--- config.mk ---
export PLATFORM = sky130hd
export DESIGN_NAME = cacheline_adapter
export DESIGN_NICKNAME = d
export VERILOG_FILES = /design/src/rtl/cacheline_adapter.sv
export SDC_FILE = /design/constraint.sdc
export NUM_CORES = 1
export LEC_CHECK = 0
export BUFFER_PORTS_ARGS = -buffer_cell sky130_fd_sc_hd__buf_4
export CAP_MARGIN = 10
export CORE_AREA = 4 4 482 246
export DETAILED_ROUTE_END_ITERATION = 12
export DIE_AREA = 0 0 486 250
export PLACE_DENSITY = 0.4
export SYNTH_ARGS = -nofsm -noshare
export SYNTH_HDL_FRONTEND = slang
export SYNTH_SLANG_ARGS = --single-unit
--- constraint.sdc ---
create_clock -name clk -period 3.1 [get_ports clk]
set_input_delay 0.31 -clock clk [delete_from_list [all_inputs] [get_ports clk]]
set_output_delay 0.31 -clock clk [all_outputs]
set_load 0.05 [all_outputs]
--- src/rtl/cacheline_adapter.sv ---
// ----------------------------------------------------------------------------
// cacheline_adapter
//
// Memory-side responder for the cache DFP port. Each request moves one whole
// cache line (BEAT_W*NUM_BEATS bits). The line is split into NUM_BEATS beats
// on the burst-memory (bmem) port. dfp_resp pulses for one cycle when the line
// transfer is done.
//
// Ports
//   clk          clock; all state updates on the rising edge
//   rst          synchronous, active-high reset
//   dfp_addr     line address from the cache (byte offset bits are ignored)
//   dfp_read     line read request, held by the cache until dfp_resp
//   dfp_write    line write request, held by the cache until dfp_resp
//   dfp_wdata    write line; beat i = dfp_wdata[BEAT_W*i +: BEAT_W]
//   dfp_rdata    read line, valid when dfp_resp follows a read
//   dfp_resp     one-cycle completion pulse
//   bmem_addr    line-aligned address of the current transaction
//   bmem_read    burst read command
//   bmem_write   write beat valid
//   bmem_wdata   current write beat
//   bmem_ready   memory accepts the command / beat this cycle
//   bmem_rdata   returned read beat
//   bmem_rvalid  bmem_rdata valid this cycle (beats arrive in order)
// ----------------------------------------------------------------------------
module cacheline_adapter #(
    parameter int BEAT_W    = 64,
    parameter int NUM_BEATS = 4
) (
    input  logic                        clk,
    input  logic                        rst,
    input  logic [31:0]                 dfp_addr,
    input  logic                        dfp_read,
    input  logic                        dfp_write,
    input  logic [BEAT_W*NUM_BEATS-1:0] dfp_wdata,
    output logic [BEAT_W*NUM_BEATS-1:0] dfp_rdata,
    output logic                        dfp_resp,
    output logic [31:0]                 bmem_addr,
    output logic                        bmem_read,
    output logic                        bmem_write,
    output logic [BEAT_W-1:0]           bmem_wdata,
    input  logic                        bmem_ready,
    input  logic [BEAT_W-1:0]           bmem_rdata,
    input  logic                        bmem_rvalid
);

    localparam int LINE_W = BEAT_W * NUM_BEATS;
    localparam int CNT_W  = (NUM_BEATS > 1) ? $clog2(NUM_BEATS) : 1;

    // Clears the byte-offset bits so bmem always sees a line-aligned address.
    localparam logic [31:0]      ADDR_MASK = ~(32'(LINE_W / 8) - 32'd1);
    localparam logic [CNT_W-1:0] LAST_CNT  = CNT_W'(NUM_BEATS - 1);
    localparam logic [CNT_W-1:0] CNT_ONE   = CNT_W'(1);

    typedef enum logic [2:0] {
        S_IDLE      = 3'd0,
        S_WRITE     = 3'd1,
        S_READ_REQ  = 3'd2,
        S_READ_WAIT = 3'd3,
        S_RESP      = 3'd4,
        S_DONE      = 3'd5
    } state_e;

    state_e                               state_q;
    logic [CNT_W-1:0]                     cnt_q;
    logic [NUM_BEATS-1:0][BEAT_W-1:0]     line_q;
    logic [LINE_W-1:0]                    dfp_rdata_q;
    logic                                 dfp_resp_q;
    logic [31:0]                          bmem_addr_q;
    logic                                 bmem_read_q;
    logic                                 bmem_write_q;
    logic [BEAT_W-1:0]                    bmem_wdata_q;

    logic [NUM_BEATS-1:0][BEAT_W-1:0]     line_merged_s;
    logic [BEAT_W-1:0]                    wbeat_next_d;

    // Line with the incoming read beat already inserted, and the write beat to present after an accept.
    always_comb begin
        line_merged_s        = line_q;
        line_merged_s[cnt_q] = bmem_rdata;
        if (cnt_q == LAST_CNT) begin
            // Final beat: nothing follows, keep the current beat on the bus.
            wbeat_next_d = bmem_wdata_q;
        end else begin
            wbeat_next_d = line_q[cnt_q + CNT_ONE];
        end
    end

    // Transaction FSM; every output is driven from a register updated here.
    always_ff @(posedge clk) begin
        if (rst) begin
            state_q      <= S_IDLE;
            cnt_q        <= '0;
            line_q       <= '0;
            dfp_rdata_q  <= '0;
            dfp_resp_q   <= 1'b0;
            bmem_addr_q  <= 32'd0;
            bmem_read_q  <= 1'b0;
            bmem_write_q <= 1'b0;
            bmem_wdata_q <= '0;
        end else begin
            case (state_q)
                S_IDLE: begin
                    cnt_q <= '0;
                    // Write has priority if the cache raises both requests.
                    if (dfp_write) begin
                        bmem_addr_q  <= dfp_addr & ADDR_MASK;
                        line_q       <= dfp_wdata;
                        bmem_wdata_q <= dfp_wdata[BEAT_W-1:0];
                        bmem_write_q <= 1'b1;
                        state_q      <= S_WRITE;
                    end else if (dfp_read) begin
                        bmem_addr_q  <= dfp_addr & ADDR_MASK;
                        bmem_read_q  <= 1'b1;
                        state_q      <= S_READ_REQ;
                    end else begin
                        state_q      <= S_IDLE;
                    end
                end

                S_WRITE: begin
                    // With ready low the beat and all outputs simply hold.
                    if (bmem_ready) begin
                        if (cnt_q == LAST_CNT) begin
                            cnt_q        <= '0;
                            bmem_write_q <= 1'b0;
                            dfp_resp_q   <= 1'b1;
                            state_q      <= S_RESP;
                        end else begin
                            cnt_q        <= cnt_q + CNT_ONE;
                            bmem_wdata_q <= wbeat_next_d;
                        end
                    end
                end

                S_READ_REQ: begin
                    if (bmem_ready) begin
                        bmem_read_q <= 1'b0;
                        state_q     <= S_READ_WAIT;
                    end
                end

                S_READ_WAIT: begin
                    if (bmem_rvalid) begin
                        line_q <= line_merged_s;
                        if (cnt_q == LAST_CNT) begin
                            // Publish the merged line so the last beat is not a cycle late.
                            cnt_q       <= '0;
                            dfp_rdata_q <= line_merged_s;
                            dfp_resp_q  <= 1'b1;
                            state_q     <= S_RESP;
                        end else begin
                            cnt_q <= cnt_q + CNT_ONE;
                        end
                    end
                end

                S_RESP: begin
                    dfp_resp_q <= 1'b0;
                    state_q    <= S_DONE;
                end

                // One dead cycle lets the cache drop its request before IDLE looks again.
                S_DONE: begin
                    state_q <= S_IDLE;
                end

                default: begin
                    state_q      <= S_IDLE;
                    cnt_q        <= '0;
                    dfp_resp_q   <= 1'b0;
                    bmem_read_q  <= 1'b0;
                    bmem_write_q <= 1'b0;
                end
            endcase
        end
    end

    assign dfp_rdata  = dfp_rdata_q;
    assign dfp_resp   = dfp_resp_q;
    assign bmem_addr  = bmem_addr_q;
    assign bmem_read  = bmem_read_q;
    assign bmem_write = bmem_write_q;
    assign bmem_wdata = bmem_wdata_q;

endmodule

==> results summary, run 1 <==
The flow ran to the end, and the final reports show no timing, DRC or antenna violations. The commonest register cell after synthesis is sky130_fd_sc_hd__dfxtp_1. The wire length of the first global-routing pass came out at ~190000 µm. The number of global-route vias before repair is 26500. The unique cell type count in the Yosys netlist is 42. In this run, the number of DRC markers left after iteration 0 of detailed routing was about 1700. The total area of multi-input combinational cells came out at 0.0148 mm². Once placement finished, the instance area stood at ~0.036 mm². The setup fix buffers added after clock tree synthesis came out at 0. The number of antenna violations at the first check in global routing is 7. Static timing analysis puts the maximum clock frequency at 399 MHz. The net switching fraction of the power is a little under a third. The buffering stage count on the worst path with inverters included came out at 2. sky130_fd_sc_hd__nand2_1 is the most common cell in the netlist.

The wire length per cell came out at 23.8 µm. The area of the placeable core is around 0.11 mm². The cell count after synthesis came out at around 3200. Entering global routing, the biggest net connects between 100 and 150 pins. The total setup violations reported at the end of the flow came out at 0. Setup repair after global routing left no endpoint under its margin. The number of max-slew violations in the final report is 0. The critical path data required time is between 3 and 4 ns. The share of total power in combinational logic is roughly a fifth.

The post-route minimum period is 2.51 ns. The critical path goes through nand2b_1 -> nor2_4 -> buf_12 -> buf_12 -> nor2_1 -> a211oi_1. The fraction of synthesized cell area taken by the top area cell type came out at a little over two fifths.

In this run the critical register-to-register path is launched from state_q[0]$_SDFFE_PP0P_. The sequential cell area came out at between 0.01 and 0.015 mm². After detailed placement, the design holds a cell count of approximately 5200. The async set or reset register ratio after synthesis is 0%. The placed wire-length estimate is between 90000 and 100000 µm. Data arrives at the worst endpoint at 3.06 ns. The critical hold path startpoint is dfp_wdata[104]. Summed over all instances, the cell type with the most area after synthesis is sky130_fd_sc_hd__dfxtp_1. The die is between 200 and 300 µm tall. The cell internal power dissipation is approximately 0.015 W.

The fraction of final layout cells sized beyond drive strength 1 is approximately 27%. In this run the register-to-register setup slack is between 0.5 and 0.6 ns. The depth of the worst hold-timing path came out at 3. The total CTS buffers is 67.

The layout overhead on the synthesized area is 43.5%. Ranked by instance count, the synthesized netlist is headed by sky130_fd_sc_hd__nand2_1, sky130_fd_sc_hd__dfxtp_1, sky130_fd_sc_hd__nor2_1. The first detailed-routing pass ran for 5 iterations. The path depth of the worst reg2reg path came out at 6. The worst setup path is launched from a flip-flop. The number of resized instances in the post-cts repair step is 0. The net count of the finished layout is roughly 4400. Sorting the synthesized cells by area gives the leading types as sky130_fd_sc_hd__dfxtp_1, sky130_fd_sc_hd__nand2_1, sky130_fd_sc_hd__mux2i_1. The number of I/O port buffers came out at roughly 700. The worst setup path is captured at a flip-flop. The floorplan has 88 rows. The endpoint identified for the worst register-to-register timing path is dfp_rdata[99]$_SDFFE_PP0P_. The net switching power of the design came out at between 0.006 and 0.007 W.

The floorplan die area is 0.122 mm². The clock group share of total power is 39.7%. For this run, the slowest stage of the critical path takes 0.67 ns. The post-route clock period utilization came out at between 80% and 90%.

In the routed layout, each cell is associated on average with a via count of roughly 4.8. The number of hold-repair buffers added at the cts stage is about 290. The number of enable-type register cells in the synthesized netlist is 0. The detailed router placed approximately 27000 vias in this run.

The initial utilization of the core area, before any placement, comes to 24.8%. The H-tree depth is 3. The number of buffers on the longest clock path is 3.

The count of endpoints failing hold in the final timing report was 0. The type of the most critical hold path is in -> reg. The congestion estimate from routability-driven global placement came to ~0.81. The total I/O pin count is a little over 700.

The largest individual stage delay along the critical path comes from the cell sky130_fd_sc_hd__dfxtp_1. The Yosys warning count came out at 0. The overflow left after global routing is 0. The relative slew slack is 42.9%. The mean cell area of the mapped netlist came out at between 8 and 9 µm². For hold timing, the worst endpoint is line_q[104]$_SDFFE_PP0P_. The CTS tree is yes. In this run, flip-flops and latches consume about two fifths of the power. Clock-pin slew was measured on the worst setup and hold paths at around 0.060 ns. Power spread over the standard cell area amounts to roughly 540 mW/mm².

The count of nets left with antenna violations once routing finished came out at 0. Synthesis inferred ~600 register bits. The actual slew at the worst max-slew pin came out at about 0.86 ns. Summing all non-filler instances in the final layout gives an area of roughly 0.041 mm².

The utilization after layout came out at 35.6%. The global-route total usage across every layer is between 20% and 30%. After synthesis the cells add up to 0.0284 mm². The final layout contains routed wiring with a total length of 133000 µm. The most frequent cell on the critical path is sky130_fd_sc_hd__buf_12. The sequential cell area fraction in the yosys report came out at approximately 43%. The total power after layout is 0.0219 W. The maximum resistive drop on vdd is 0.323 mV. The number of non-filler instances in the completed layout came out at around 5600. The critical path starts at state_q[0]$_SDFFE_PP0P_. After routing, the total negative slack on setup checks comes to 0 ns. The maximum fanout count along the critical path came out at 50.

For this run, design rule violations remaining after detail routing come to 0. Measured along the x axis, the die boundary spans between 400 and 500 µm. The count of filler cells inserted in the layout is between 10000 and 15000.

At the later pin of the worst-skew pair, clock insertion delay measures 0.65 ns. Across the routed clock network, the largest skew measured is around 0.028 ns. Clock tree synthesis found a total of around 600 sinks.

For this design the static power due to leakage is ~15 nW. The tree is rooted in a sky130_fd_sc_hd__clkbuf_16. The family of cells with the greatest summed delay on the critical path is simple AND/OR/NAND/NOR gates. The critical path class is reg -> reg. Across the run, the number of max-cap violations was 0.
power by group through the flow:
stage | Combinational [W] | Sequential [W] | Clock (W)
4_1_cts | 0.00463 | 0.00864 | 0.00900
6_report | 0.00458 | 0.00864 | 0.00871
3_3_place_gp | 0.00430 | 0.00881 | 0
2_1_floorplan | 0.00205 | 0.00919 | 0
3_5_place_dp | 0.00430 | 0.00881 | 0
5_1_grt | 0.00492 | 0.00869 | 0.00929
through the flow:
stage	hold slack [ns]	setup slack (ns)
after CTS	0.00113	0.602
final	0.0665	0.591
after global routing	0.0462	0.352
after global placement	0.445	0.632
after floorplan	0.441	0.420
after detailed placement	0.450	0.613
layer usage:
metal  track usage (%)  wire length, µm
met1              32.6            68900
met5                 0               13
met2              29.8            54500
met3              3.67             6240
met4              5.94             3650
kinds of logic after synthesis:
logic type / Yosys count / synth area share [%]
AND/OR/NAND/NOR: 1049 / 14.1
buffers and inverters: 327 / 5.06
flip-flops: 611 / 43.1
other: 1 / 0.0132
AO/OA/AOI/OAI: 879 / 23.3
adder cells (fa/ha/maj): 4 / 0.177
multiplexers: 322 / 14.2
worst register-to-register path, stage by stage (launching register included):
cell and delay [ns]:
sky130_fd_sc_hd__dfxtp_1 0.67, sky130_fd_sc_hd__nand2b_1 0.37, sky130_fd_sc_hd__nor2_4 0.43, sky130_fd_sc_hd__buf_12 0.27, sky130_fd_sc_hd__buf_12 0.35, sky130_fd_sc_hd__nor2_1 0.08, sky130_fd_sc_hd__a211oi_1 0.24
final cells by class:
class                   count  share of cell area, %
flip-flops and latches    611                   30.1
clock buffers             101                   5.13
inverters                   5                 0.0461
repair buffers           1074                   23.1
clock inverters            16                  0.535
multi-input cells        2259                   36.4
well taps                1530                   4.71
diodes                      5                 0.0308
cells in the final DEF (no fill, tap or decap), types with 2 or more instances in the layout:
| cell | n |
|---|---|
| sky130_fd_sc_hd__clkbuf_16 | 70 |
| sky130_fd_sc_hd__a21oi_1 | 287 |
| sky130_fd_sc_hd__dfxtp_1 | 610 |
| sky130_fd_sc_hd__conb_1 | 5 |
| sky130_fd_sc_hd__bufinv_16 | 4 |
| sky130_fd_sc_hd__a31oi_1 | 2 |
| sky130_fd_sc_hd__a32oi_1 | 2 |
| sky130_fd_sc_hd__mux4_2 | 64 |
| sky130_fd_sc_hd__clkinv_2 | 7 |
| sky130_fd_sc_hd__nor2_4 | 2 |
| sky130_fd_sc_hd__o211ai_2 | 130 |
| sky130_fd_sc_hd__ha_4 | 4 |
| sky130_fd_sc_hd__a211oi_1 | 257 |
| sky130_fd_sc_hd__o211ai_1 | 126 |
| sky130_fd_sc_hd__diode_2 | 5 |
| sky130_fd_sc_hd__mux2i_1 | 258 |
| sky130_fd_sc_hd__buf_4 | 738 |
| sky130_fd_sc_hd__a311oi_1 | 64 |
| sky130_fd_sc_hd__clkbuf_8 | 22 |
| sky130_fd_sc_hd__dlygate4sd3_1 | 286 |
| sky130_fd_sc_hd__nor3_1 | 2 |
| sky130_fd_sc_hd__nand2b_1 | 5 |
| sky130_fd_sc_hd__inv_1 | 5 |
| sky130_fd_sc_hd__clkbuf_1 | 9 |
| sky130_fd_sc_hd__inv_6 | 2 |
| sky130_fd_sc_hd__buf_12 | 49 |
| sky130_fd_sc_hd__nor2_1 | 328 |
| sky130_fd_sc_hd__nand3_1 | 2 |
| sky130_fd_sc_hd__nand2_1 | 701 |
registers in the layout (all words and copies together) (netlist names):
name,flops
cnt_q,2
bmem_write,1
dfp_resp,1
bmem_addr,27
dfp_rdata,256
bmem_wdata,64
state_q,3
line_q,256
bmem_read,1
worst max path at each step:
| stage | end | slack, ns | cells after the start |
|---|---|---|---|
| 6_report | dfp_rdata[99]$_SDFFE_PP0P_ | 0.59 | 6 |
| 5_1_grt | dfp_rdata[94]$_SDFFE_PP0P_ | 0.35 | 6 |
| 3_3_place_gp | dfp_rdata[153]$_SDFFE_PP0P_ | 0.63 | 6 |
| 4_1_cts | dfp_rdata[99]$_SDFFE_PP0P_ | 0.60 | 6 |
| 3_5_place_dp | bmem_wdata[1]$_SDFFE_PP0P_ | 0.61 | 6 |
| 2_1_floorplan | bmem_wdata[10]$_SDFFE_PP0P_ | 0.42 | 9 |
No activity file was read; power rests on OpenSTA's default activity.
==> run 2, diff against run 1 <==
- PLACE_DENSITY: 0.4 -> 0.42
- clock period: 3.1 -> 2.3 ns (I/O delays scaled with it)
==> run 2 against run 1 <==
Effect of this change:
- fmax up 19%
- flip-flop and latch count unchanged
- worst setup slack worse by 0.40 ns
- count of clock-buffer cells in the layout down 4
- largest cell class unchanged
==> results summary, run 2 (same netlist as run 1, synthesis figures left out) <==
The flow ran to the end, and the final reports show no timing, DRC or antenna violations. The type of the most critical hold path is in -> reg. The tightest hold path in the finished design has a slack of about 0.064 ns.

Clock tree synthesis selected as its root buffer the cell sky130_fd_sc_hd__clkbuf_16. The number of I/O port buffers is between 700 and 800. The number of remaining DRC errors came out at 0. Counting along the longest clock path gives a buffer depth of 3. The floorplan die area is approximately 0.12 mm².

Along the worst hold path, the cell count comes to 3. The utilization after layout is 36.6%. Broken down by cell family, the worst path's largest delay share belongs to buffers and inverters. The tool flagged a number of max-cap violations equal to 0. For this run, the detailed router's first-pass iteration total came to 5.

Row generation in the floorplan step produced 88 rows. VDD sags by at most 0.395 mV. The effective utilization at floorplan came out at ~25%. The number of antenna violations at the first check in global routing came to 13.

The static leakage came out at roughly 15 nW. The total I/O pin count came out at 713. The total area of multi-input combinational cells is 0.0148 mm². The buffering stage count on the worst path with inverters included is 2. The relative slew slack came out at between 30% and 40%.

The post-route minimum period came out at around 2.1 ns. After detailed routing, the total wire length is between 100000 and 150000 µm. The critical path runs through a total of 6 cells. The nature of the critical path endpoint is a flip-flop. The count of filler cells inserted in the layout is 11700. The setup slack on the worst flop-to-flop path is roughly 0.19 ns. Entering global routing, the biggest net connects 160 pins.

The fraction of final layout cells sized beyond drive strength 1 is between 20 and 30%. The critical path class is reg -> reg. The total negative setup slack is 0 ns.

The detailed router finished its first iteration with about 1900 violations. The top cell types in the final layout, fill and taps aside, are sky130_fd_sc_hd__buf_4, sky130_fd_sc_hd__nand2_1, sky130_fd_sc_hd__dfxtp_1. Setup repair after global routing left no endpoint under its margin. Routability-driven placement finished with a final weighted congestion of between 0.8 and 0.9. For the final database, setup skew stands at 0.0225 ns. The overflow left after global routing came out at 0. The clock drives roughly 610 sinks. The via density per instance came out at approximately 4.8. Walking the worst path, the cells encountered are buf_4 -> nor3_2 -> o21a_1 -> nand2_1 -> a21oi_1 -> dlygate4sd3_1. The number of nets with antenna violations after detailed routing came out at 0. Registers take between 0.01 and 0.015 mm². The placed wire-length estimate is 94700 µm. TritonCTS built the clock tree. The setup fix buffers added after clock tree synthesis came out at 0. For the pin with the worst max-slew slack, the measured transition is a little over 0.9 ns. The delay contributed by the slowest stage of the critical path is approximately 0.56 ns.

After layout, the worst path uses around 90% of the clock period. The critical path data required time came out at 2.88 ns. The worst setup path is launched from a flip-flop. The arrival time at the worst endpoint is about 2.7 ns. The library cell used most frequently in the layout, excluding fill and tap cells, is sky130_fd_sc_hd__buf_4. The first global-routing pass estimated slightly below 200000 µm of wire. The total power after layout came out at 0.0294 W. The count of endpoints failing hold in the final timing report is 0. The via count is approximately 28000. The maximum fanout count along the critical path came out at 13. The path depth of the worst reg2reg path is 6. The clock slew at the register clock pins of the worst setup and hold paths came out at about 0.07 ns. The number of nets in the layout is ~4500. At the later pin of the worst-skew pair, clock insertion delay measures between 0.6 and 0.7 ns. The total power per unit cell area is 703 mW/mm². The total setup violations reported at the end of the flow is 0. The number of global-route vias before repair is 27000. The clock tree synthesis step divided the H-tree into 3 levels. The global-route total usage across every layer is between 20% and 30%. The vertical die dimension came out at 250 µm. The layout overhead on the synthesized area is 47.6%.

The number of max-slew violations in the final report was 0. The wire length per cell came out at roughly 23 µm. After floorplanning, the core was sized to cover 0.114 mm². The maximum clock frequency came out at about 470 MHz. The die is approximately 490 µm wide.

The largest individual stage delay along the critical path comes from the cell sky130_fd_sc_hd__dlygate4sd3_1. The total CTS buffers is 67.
-- run 2: layout make-up --
| class | count | share of cell area, % |
|---|---|---|
| Inverter | 5 | 0.0448 |
| Clock buffer | 97 | 4.62 |
| Sequential cell | 611 | 29.2 |
| Multi-Input combinational cell | 2259 | 35.4 |
| Antenna cell | 9 | 0.0538 |
| Timing Repair Buffer | 1200 | 25.5 |
| Tap cell | 1530 | 4.57 |
| Clock inverter | 21 | 0.634 |
-- run 2: timing repair --
action / CTS / global route
endpoints found under the hold margin: 477 / 0
setup endpoints to repair: 0 / 3
gates resized for setup: 0 / 1
hold buffers: 347 / 0
-- run 2: final timing paths --
check,startpoint,end
min,bmem_rdata[41],dfp_rdata[233]$_SDFFE_PP0P_
max reg2reg,state_q[0]$_SDFFE_PP0P_,bmem_addr[31]$_SDFFE_PP0P_
min reg2reg,bmem_addr[15]$_SDFFE_PP0P_,bmem_addr[15]$_SDFFE_PP0P_
max,state_q[0]$_SDFFE_PP0P_,bmem_addr[31]$_SDFFE_PP0P_
-- run 2: per-stage QoR --
stage	cell area, µm²	worst slack [ns]	std cells
floorplan	28400	0.00856	3197
global placement	36200	0.213	5258
detailed placement	36200	0.227	5258
CTS	41800	0.0595	5723
global route	41800	0.0203	5729
finish	41900	0.187	5732
-- run 2: worst register-to-register path, cell delays in order, from the launching register on --
cell	delay, ns
sky130_fd_sc_hd__dfxtp_1	0.43
sky130_fd_sc_hd__buf_4	0.22
sky130_fd_sc_hd__nor3_2	0.28
sky130_fd_sc_hd__o21a_1	0.35
sky130_fd_sc_hd__nand2_1	0.10
sky130_fd_sc_hd__a21oi_1	0.13
sky130_fd_sc_hd__dlygate4sd3_1	0.56
-- run 2: report_power, final --
group / leakage (nW) / internal [W] / switching (W)
Combinational: 9.26 / 0.00262 / 0.00383
Sequential: 4.98 / 0.0112 / 0.000471
Clock: 1.07 / 0.00634 / 0.00500
Total: 15.3 / 0.0201 / 0.00929
-- run 2: routing by layer --
layer	share of wire, %	global-route usage, %	up-vias
li1	-	-	13400
met1	51	31.9	13400
met3	5.3	4.14	142
met5	0.070	0.313	-
met2	42	30.1	733
met4	2.3	4.92	10
==> run 3, diff against run 2 <==
- PLACE_DENSITY: 0.42 -> 0.4
- clock period: 2.3 -> 2.65 ns (I/O delays scaled with it)
==> run 3 against run 2 <==
Effect of this change:
- first-iteration DRC count fell by 8.1%
- wire length rose by 1.1%
- count of clock-buffer cells in the layout rose by 7
- non-clock buffer count fell by 90
- critical path type unchanged
- largest cell class unchanged
- highest routed layer unchanged
==> results summary, run 3 (same netlist as run 1, synthesis figures left out) <==
In this run the worst setup path terminates at line_q[66]$_SDFFE_PP0P_. IR analysis of the VDD net gives a maximum drop of a little under 0.4 mV. The clock slew at the register clock pins of the worst setup and hold paths is around 0.070 ns. The floorplan die area is about 0.12 mm². The most critical setup path has its startpoint at state_q[0]$_SDFFE_PP0P_. The pre-antenna-repair detailed-routing pass consisted of 5 iterations. In this run the critical register-to-register path is launched from state_q[0]$_SDFFE_PP0P_. The post-route clock period utilization is 86.7%. In this run the worst path has a maximum fanout of 39. The layout overhead on the synthesized area is 44.4%. The most crowded layer after global routing is met1. The share of total power dissipated in sequential elements is between 40% and 50%. In the final design database the tool counted 4417 nets. The post-route minimum period came out at 2.30 ns. For this design the top-level I/O count stands at 713. Entering global routing, the biggest net connects about 110 pins. The number of remaining DRC errors is 0. The via density per instance is ~4.8.

Summed over all nets, the switching power comes to 0.00796 W. TritonCTS created 68 clock buffers. Setup repair after global routing left no endpoint under its margin. The initial utilization of the core area, before any placement, comes to between 20% and 30%. Dividing total power by cell area gives a power density of roughly 620 mW/mm².

The total negative setup slack came out at 0 ns. The via count is between 20000 and 30000. Counting cells, the worst reg-to-reg path comes to 6. The relative slew slack is between 30 and 40%. The overflow left after global routing came out at 0.

The iteration-0 DRC count of the detailed router came out at 1760. The critical path data required time came out at between 3 and 4 ns. STA classifies the critical path endpoint as a flip-flop. The clock drives 611 sinks. The clock latency of the later-clocked register in the worst-skew pair came out at roughly 0.65 ns. The count of filler cells inserted in the layout came out at 11800. The wire length of the first global-routing pass is 196000 µm. The H-tree depth is 3. The total setup violations reported at the end of the flow came out at 0. The flow ran to the end, and the final reports show no timing, DRC or antenna violations. The final estimated routing congestion in global placement is about 0.81. TritonCTS built the clock tree. The library cells used most frequently in the layout, excluding fill and tap cells, are sky130_fd_sc_hd__buf_4, sky130_fd_sc_hd__nand2_1, sky130_fd_sc_hd__dfxtp_1. Leaving out fill and tap cells, the most frequent cell in the layout is sky130_fd_sc_hd__buf_4. In this run the tool buffered the top-level ports with 702 buffer cells.

The element type at the critical path start is a flip-flop. Row generation in the floorplan step produced 88 rows. The met2 routing resource usage after global routing came out at between 30% and 40%. Max-cap violations in this run came to 0. The met3 layer usage reported by global route is under 10%. The analysis attributes to cell leakage a power of between 10 and 15 nW. The global-route total usage across every layer came out at a little over a fifth. The worst register-to-register path has a setup slack of between 0.3 and 0.4 ns. The total area inside the core boundary comes to 0.114 mm².

Of the cells placed in the final design, the portion with a size suffix greater than 1 is 27.3%. The cell internal power dissipation came out at 0.0172 W. The routed design has 134000 µm of wire. The arrival time at the worst endpoint is between 2 and 3 ns. The net switching fraction of the power is a little under a third. The reg-to-reg critical path endpoint is line_q[66]$_SDFFE_PP0P_. The actual slew at the worst max-slew pin came out at ~1 ns. The share of total power in combinational logic came out at between 20% and 30%.

The worst hold path belongs to the class in -> reg. The number of antenna violations at the first check in global routing was 7. The die span in x is a little under 500 µm.

The root buffer cell is sky130_fd_sc_hd__clkbuf_16. The count of endpoints failing hold in the final timing report came out at 0. The setup fix buffers added after clock tree synthesis is 0. The wire length per cell came out at roughly 24 µm.

The number of nets with antenna violations after detailed routing is 0. The total power after layout is around 0.025 W. The placed wire-length estimate came out at roughly 95000 µm.

The met1 capacity usage during global routing is 32.8%. The number of global-route vias before repair came out at approximately 27000. The critical path class is reg -> reg. The vertical die dimension came out at roughly 250 µm. The maximum clock frequency is 435 MHz. Between clock sinks in the finished design, the worst skew comes to 0.0354 ns.

The number of buffers on the longest clock path came out at 3. The number of max-slew violations in the final report came out at 0. The clock group share of total power came out at approximately two fifths.
## run 3: cell types whose count changed in the layout (fill, tap and decap cells not counted), moves of 2 or more
cell | before | now
sky130_fd_sc_hd__clkinv_2 | 6 | 8
sky130_fd_sc_hd__clkbuf_16 | 69 | 71
sky130_fd_sc_hd__dlygate4sd3_1 | 347 | 296
sky130_fd_sc_hd__diode_2 | 9 | 5
sky130_fd_sc_hd__bufinv_16 | 4 | 1
sky130_fd_sc_hd__clkbuf_1 | 18 | 21
sky130_fd_sc_hd__buf_12 | 62 | 57
sky130_fd_sc_hd__buf_4 | 790 | 756
sky130_fd_sc_hd__clkbuf_8 | 10 | 12
sky130_fd_sc_hd__clkinvlp_4 | 3 | 0
## run 3: worst min path at each step
stage / startpoint / endpoint / slack (ns) / cells past startpoint
5_1_grt: bmem_rdata[8] / dfp_rdata[136]$_SDFFE_PP0P_ / 0.03 / 3
6_report: bmem_rdata[18] / dfp_rdata[210]$_SDFFE_PP0P_ / 0.06 / 3
3_3_place_gp: bmem_addr[12]$_SDFFE_PP0P_ / bmem_addr[12]$_SDFFE_PP0P_ / 0.44 / 2
2_1_floorplan: dfp_write / bmem_write$_SDFFE_PP0P_ / 0.40 / 2
3_5_place_dp: bmem_addr[22]$_SDFFE_PP0P_ / bmem_addr[22]$_SDFFE_PP0P_ / 0.45 / 2
4_1_cts: bmem_rdata[53] / dfp_rdata[181]$_SDFFE_PP0P_ / 0.00007 / 3
## run 3: repair_timing
item / 4_1_cts / 5_1_grt
hold buffers: 296 / 0
endpoints found under the hold margin: 362 / 0
gates resized for setup: 0 / 0
## run 3: area by class of cell
type	count	area (µm²)	area share [%]
antenna	5	12.5	0.0306
clock buffer	104	2020	4.93
clock inverter	16	146	0.357
inverter	5	18.8	0.0458
multi-input combinational	2259	14800	36.2
sequential	611	12200	29.9
tap	1530	1910	4.67
timing repair buffer	1110	9790	23.9
## run 3: routing by layer
metal  up-vias  wire length (µm)
li1      13200                 -
met1     13400             69100
met2       667             56300
met3       112              6290
met4         2              1870
met5         -                13
## run 3: metrics by stage
step                      util [%]  area, µm²  worst slack (ns)  instances  hold WS, ns
after floorplan                  -      28400             0.119       3197        0.398
after global placement        31.3      35800             0.391       5219        0.445
after detailed placement      31.3      35800             0.383       5219        0.448
after CTS                     35.8      40900             0.313       5635    0.0000730
after global routing          35.8      40900            0.0965       5638       0.0313
final                         35.8      40900             0.352       5640       0.0598
## run 3: worst max-delay path, stage by stage, from the launching register on
cell                       delay (ns)
sky130_fd_sc_hd__dfxtp_1         0.66
sky130_fd_sc_hd__nand3_1         0.27
sky130_fd_sc_hd__a21oi_4         0.31
sky130_fd_sc_hd__buf_12          0.26
sky130_fd_sc_hd__buf_12          0.30
sky130_fd_sc_hd__o211ai_1        0.17
sky130_fd_sc_hd__a21oi_1         0.16
## run 3: power groups by stage
stage | Combinational, W | Sequential (W) | Clock [W]
after floorplan | 0.00240 | 0.0107 | 0
after global placement | 0.00509 | 0.0103 | 0
after global routing | 0.00586 | 0.0102 | 0.0104
after CTS | 0.00551 | 0.0101 | 0.00996
after detailed placement | 0.00511 | 0.0103 | 0
final | 0.00546 | 0.0101 | 0.00963
